===== src/rtl/cv32e40p_tmr_vote_monitor.sv =====
// Registered triple-modular-redundancy voter that counts consecutive minority events per replica,
// masks a persistently faulty replica (TRIPLE -> DUAL) and latches a sticky FAIL on a dual divergence.
module cv32e40p_tmr_vote_monitor #(
    parameter int unsigned LEN       = 32,
    parameter int unsigned CNT_W     = 4,
    parameter int unsigned THRESHOLD = 4
) (
    input  logic                 clk,
    input  logic                 rst_n,
    input  logic                 valid_i,
    input  logic [LEN-1:0]       in_1_i,
    input  logic [LEN-1:0]       in_2_i,
    input  logic [LEN-1:0]       in_3_i,
    input  logic                 clear_i,
    output logic [LEN-1:0]       voted_o,
    output logic                 valid_o,
    output logic [2:0]           err_detected_o,
    output logic                 err_corrected_o,
    output logic                 err_uncorrectable_o,
    output logic [1:0]           mode_o,
    output logic [2:0]           masked_o,
    output logic [3*CNT_W-1:0]   err_cnt_o
);

    typedef enum logic [1:0] {
        TRIPLE = 2'b00,
        DUAL   = 2'b01,
        FAIL   = 2'b10
    } mode_e;

    if (THRESHOLD < 1 || THRESHOLD > (1 << CNT_W) - 1) begin : g_bad_threshold
        $error("THRESHOLD must be in 1 .. 2**CNT_W-1");
    end

    mode_e                  mode_q;
    logic [2:0]             masked_q;
    logic [2:0][CNT_W-1:0]  cnt_q;

    logic           eq12, eq13, eq23;
    logic [LEN-1:0] t_vote;
    logic [2:0]     t_det;
    logic [2:0]     t_min;
    logic           t_corr, t_unc;
    logic [LEN-1:0] lo_word, hi_word;
    logic [2:0]     lo_bit, hi_bit;
    logic           d_eq;

    assign eq12 = (in_1_i == in_2_i);
    assign eq13 = (in_1_i == in_3_i);
    assign eq23 = (in_2_i == in_3_i);

    always_comb begin
        t_vote = in_1_i;
        t_det  = '0;
        t_min  = '0;
        t_corr = 1'b0;
        t_unc  = 1'b0;
        if (eq12 && eq13) begin
            t_vote = in_1_i;
        end else if (eq12) begin
            t_det  = 3'b100;
            t_min  = 3'b100;
            t_corr = 1'b1;
        end else if (eq13) begin
            t_det  = 3'b010;
            t_min  = 3'b010;
            t_corr = 1'b1;
        end else if (eq23) begin
            t_vote = in_2_i;
            t_det  = 3'b001;
            t_min  = 3'b001;
            t_corr = 1'b1;
        end else begin
            t_det  = 3'b111;
            t_unc  = 1'b1;
        end
    end

    // Survivors in DUAL/FAIL: lowest and highest unmasked replica (masked_q is one-hot there).
    assign lo_word = masked_q[0] ? in_2_i : in_1_i;
    assign hi_word = masked_q[2] ? in_2_i : in_3_i;
    assign lo_bit  = masked_q[0] ? 3'b010 : 3'b001;
    assign hi_bit  = masked_q[2] ? 3'b010 : 3'b100;
    assign d_eq    = (lo_word == hi_word);

    always_ff @(posedge clk or negedge rst_n) begin
        if (!rst_n) begin
            voted_o             <= '0;
            valid_o             <= 1'b0;
            err_detected_o      <= '0;
            err_corrected_o     <= 1'b0;
            err_uncorrectable_o <= 1'b0;
            mode_q              <= TRIPLE;
            masked_q            <= '0;
            cnt_q               <= '0;
        end else begin
            valid_o <= valid_i;
            if (valid_i) begin
                if (clear_i || mode_q == TRIPLE) begin
                    voted_o             <= t_vote;
                    err_detected_o      <= t_det;
                    err_corrected_o     <= t_corr;
                    err_uncorrectable_o <= t_unc;
                end else if (mode_q == DUAL) begin
                    voted_o             <= lo_word;
                    err_detected_o      <= d_eq ? 3'b000 : (lo_bit | hi_bit);
                    err_corrected_o     <= 1'b0;
                    err_uncorrectable_o <= !d_eq;
                end else begin
                    voted_o             <= lo_word;
                    err_detected_o      <= '0;
                    err_corrected_o     <= 1'b0;
                    err_uncorrectable_o <= 1'b1;
                end
            end

            if (clear_i) begin
                mode_q   <= TRIPLE;
                masked_q <= '0;
                cnt_q    <= '0;
            end else if (valid_i) begin
                case (mode_q)
                    TRIPLE: begin
                        for (int unsigned i = 0; i < 3; i++) begin
                            if (t_min[i]) begin
                                if (cnt_q[i] != '1) begin
                                    cnt_q[i] <= cnt_q[i] + 1'b1;
                                end
                                if (cnt_q[i] == CNT_W'(THRESHOLD - 1)) begin
                                    masked_q[i] <= 1'b1;
                                    mode_q      <= DUAL;
                                end
                            end else if (!t_unc) begin
                                cnt_q[i] <= '0;
                            end
                        end
                    end
                    DUAL: begin
                        if (!d_eq) begin
                            mode_q <= FAIL;
                        end
                    end
                    default: ;
                endcase
            end
        end
    end

    assign mode_o    = mode_q;
    assign masked_o  = masked_q;
    assign err_cnt_o = cnt_q;

endmodule


===== config.mk =====
export PLATFORM = sky130hd
export DESIGN_NAME = cv32e40p_tmr_vote_monitor
export DESIGN_NICKNAME = d
export VERILOG_FILES = /design/src/rtl/cv32e40p_tmr_vote_monitor.sv
export SDC_FILE = /design/constraint.sdc
export NUM_CORES = 1
export LEC_CHECK = 0
export CELL_PAD_IN_SITES_DETAIL_PLACEMENT = 1
export CELL_PAD_IN_SITES_GLOBAL_PLACEMENT = 2
export CORE_UTILIZATION = 29
export DETAILED_ROUTE_END_ITERATION = 16
export PLACE_DENSITY_LB_ADDON = 0.1
export RECOVER_POWER = 100
export SYNTH_ARGS = -nofsm -noshare
export SYNTH_HDL_FRONTEND = slang
export SYNTH_SLANG_ARGS = --single-unit

===== constraint.sdc =====
create_clock -name clk -period 4.7 [get_ports clk]
set_input_delay 0.94 -clock clk [delete_from_list [all_inputs] [get_ports clk]]
set_output_delay 0.94 -clock clk [all_outputs]
set_load 0.1 [all_outputs]

==> flow_metrics.tcl <==
set metrics [dict create \
    outcome "finished with violations" \
    violations "max-capacitance violations, max-slew violations" \
    setup.worst_path.start_class "primary input" \
    grt.total_usage_pct 21.3 \
    area_delta_synth_final_pct 43.0 \
    floorplan.die_area_um2 14900 \
    routed_wirelength_mm 15.2 \
    final_cell_mix "sky130_fd_sc_hd__clkdlybuf4s50_1, sky130_fd_sc_hd__xnor2_1, sky130_fd_sc_hd__dlygate4sd3_1, sky130_fd_sc_hd__dfrtp_1, sky130_fd_sc_hd__or2_2" \
    cts_made_buffers 5 \
    power.leakage_nw 2.16 \
    setup.worst_path.end_class "flop" \
    critical_path.max_stage_delay_ns 0.97 \
    timing.critical_path.arrival_ns 4.47 \
    synth-warning-count 0 \
    timing.final.crit_share_pct 89.9 \
    clk_root_buffer_cell "sky130_fd_sc_hd__clkbuf_16" \
    synth_ff_type "sky130_fd_sc_hd__dfrtp_1" \
    layout_skew_ns 0.00375 \
    drt_drc_violations_left 0 \
    report.power.total_w 0.00146 \
    power.ir.vdd_worst_mv 0.134 \
    initial_utilization_pct 29.9 \
    wl_per_cell_um 20.1 \
    netlist_area_um2 4190 \
    postSynth.asyncResetShare_pct 100 \
    hold_viol 0 \
    postSynthRegisterBits 55 \
    measured_slew_at_the_worst_slew_check_pin_ns 3.25 \
    top_level_ports 155 \
    grt_pass1_wl_mm 23.5 \
    cts_post_setup_buffers_inserted 0 \
    number_of_flops_mapped_to_enable_cells_by_yosys 0 \
    layout-drive-gt1-share_pct 14.0 \
    worst_path_max_delay_cell "sky130_fd_sc_hd__o211ai_4" \
    antenna_cells_inserted 0 \
    synth_top_cells_by_area "sky130_fd_sc_hd__dfrtp_1, sky130_fd_sc_hd__xnor2_1, sky130_fd_sc_hd__o221a_2" \
    synthDominantAreaCellType "sky130_fd_sc_hd__dfrtp_1" \
    ctsHoldBuffers 0 \
    drtIter0Drc 224 \
    timing.final.max_slew_violations 56 \
    maxClockFrequency_mhz 237 \
    internal_power_w 0.000904 \
    tritoncts_num_sinks 55 \
    post_cts_resize_count 0 \
    postSynthNetCount 528 \
    clock_latency_ns 0.30 \
    detail_route.first_pass.iterations 4 \
    first_global_vias 4236 \
    postSynthCellCount 425 \
    rsz0062_at_grt "false" \
    tritoncts "yes" \
    nets 680 \
    comb_power_share_pct 38.8 \
    synth.distinct_cells 53 \
    grt_start_max_net_pins 56 \
    gp_congestion 0.817 \
    dpl-instance-area_um2 5900 \
    report.final.setup_viol 0 \
    cts-htree-levels 2 \
    power.clock.fraction_pct 26.1 \
    finalHoldWorstSlack_ns 0.481 \
    p_per_area_nw_per_um2 245 \
    cp_max_fo 32 \
    place_hpwl_mm 12.0 \
    number_of_antenna_violations_at_the_first_check_in_global_routing 0 \
    avgViaCountPerCell 5.20 \
    swShare_pct 38.2 \
    timing.max_cap.violations 1 \
    route.vias.total 3942 \
    final.setup.tns_ns 0 \
    crit_path_cells "clkdlybuf4s50_1, xnor2_1, nand4_1, or4_1, nor3_4, nand3_1, o211ai_4, o221a_2" \
    seqPwrFrac_pct 35.1 \
    seq_area_frac_synth_pct 32.9 \
    vertical_die_dimension_um 122 \
    global_route.overflow_total 0 \
    p_switching_w 0.000559 \
    max-clock-path-buffers 2 \
    clock_input_transition_at_the_sequential_cells_of_the_worst_setup_and_hold_paths_ns 0.07 \
    avgSynthCellArea_um2 9.85 \
    core.rowCount 43 \
    synth_top_area_share_pct 32.9 \
    postRouteAntennaNets 0 \
    portBuffers 154 \
    final_common_cell "sky130_fd_sc_hd__clkdlybuf4s50_1" \
    critPathRequiredTime_ns 4.94 \
    die_width_um 122 \
    setup.worst_path.class "primary input to flop" \
    final_design_area_no_fill_um2 5990 \
    time_the_final_worst_path_needs_with_i_o_delays_and_setup_ns 4.23 \
    max-slew-margin-rel_pct -117 \
    hold_path_class "flop to flop" \
    fp.coreArea_um2 14000 \
]
==> critical path, delay by kind of cell <==
kind	cells	cell delay [ns]
XOR/XNOR	1	0.31
buffers and inverters	1	0.51
AND/OR/NAND/NOR	4	1.38
AO/OA/AOI/OAI	2	1.32
==> Yosys cell counts (4+ instances only) <==
library cell               instances
sky130_fd_sc_hd__a41oi_1           4
sky130_fd_sc_hd__and3_1            5
sky130_fd_sc_hd__a21oi_1           7
sky130_fd_sc_hd__mux2i_1          15
sky130_fd_sc_hd__buf_6             5
sky130_fd_sc_hd__nand3_1          12
sky130_fd_sc_hd__nand2_1          20
sky130_fd_sc_hd__o21ai_0          10
sky130_fd_sc_hd__nor2_1           14
sky130_fd_sc_hd__nand4_1          23
sky130_fd_sc_hd__nor4_1            7
sky130_fd_sc_hd__a211oi_1          5
sky130_fd_sc_hd__inv_1             6
sky130_fd_sc_hd__xnor2_1          83
sky130_fd_sc_hd__or2_2            33
sky130_fd_sc_hd__clkbuf_1          6
sky130_fd_sc_hd__xor2_1           23
sky130_fd_sc_hd__o221a_2          29
sky130_fd_sc_hd__nor3_1           10
sky130_fd_sc_hd__dfrtp_1          55
sky130_fd_sc_hd__nand2b_1          5
==> registers in the layout, indices dropped and copies added, names as in the netlist <==
register             flops
err_detected_o           3
mode_o                   2
valid_o                  1
err_cnt_o               12
err_corrected_o          1
voted_o                 32
masked_o                 3
err_uncorrectable_o      1
==> worst paths after layout <==
path | slack (ns) | startpoint | depth (start not counted) | end
min reg2reg | 0.48 | err_corrected_o | 2 | err_corrected_o
max in group asynchronous | 1.06 | rst_n | 2 | voted_o[13]
max reg2reg | 1.80 | masked_o[0] | 8 | err_detected_o[2]
min | 0.48 | err_corrected_o | 2 | err_corrected_o
max | 0.47 | in_2_i[19] | 8 | voted_o[10]
min in group asynchronous | 1.81 | rst_n | 2 | voted_o[23]
==> routing by layer <==
layer	GRT usage (%)	vias to the layer above	wire (um)
li1	-	1870	-
met4	6.71	0	322
met2	36.8	109	7590
met5	0	-	0
met1	25.9	1946	6480
met3	5.29	17	844
==> area by class of cell <==
class,count,area [um^2]
clock buffers,7,133
flip-flops and latches,55,1380
well taps,180,225
fillers,1620,8000
clock inverters,1,5.00
inverters,6,22.5
multi-input cells,346,2640
repair buffers,163,1590
==> stage by stage <==
step                      util, %  cells  setup slack (ns)
final                        42.8    758             0.475
after global routing         42.8    758             0.257
after CTS                    43.2    758             0.612
after detailed placement     42.2    750             0.309
after global placement       42.2    750             0.413
after floorplan                 -    425              1.76
==> power groups by stage <==
stage | Clock (W) | Combinational [W] | Sequential, W
6_report | 0.000381 | 0.000568 | 0.000514
5_1_grt | 0.000411 | 0.000598 | 0.000518
4_1_cts | 0.000394 | 0.000585 | 0.000516
2_1_floorplan | 0 | 0.000149 | 0.000720
3_3_place_gp | 0 | 0.000580 | 0.000525
3_5_place_dp | 0 | 0.000584 | 0.000523
==> cells by family after synthesis <==
logic type / after synthesis / synth area share [%]
AND/OR/NAND/NOR: 144 / 19.7
XOR/XNOR: 106 / 22.2
AO/OA/AOI/OAI: 77 / 17.2
flip-flops: 55 / 32.9
buffers and inverters: 24 / 3.29
multiplexers: 16 / 3.86
adder cells (fa/ha/maj): 3 / 0.897
Note: power is estimated with default switching activity, not from simulation.
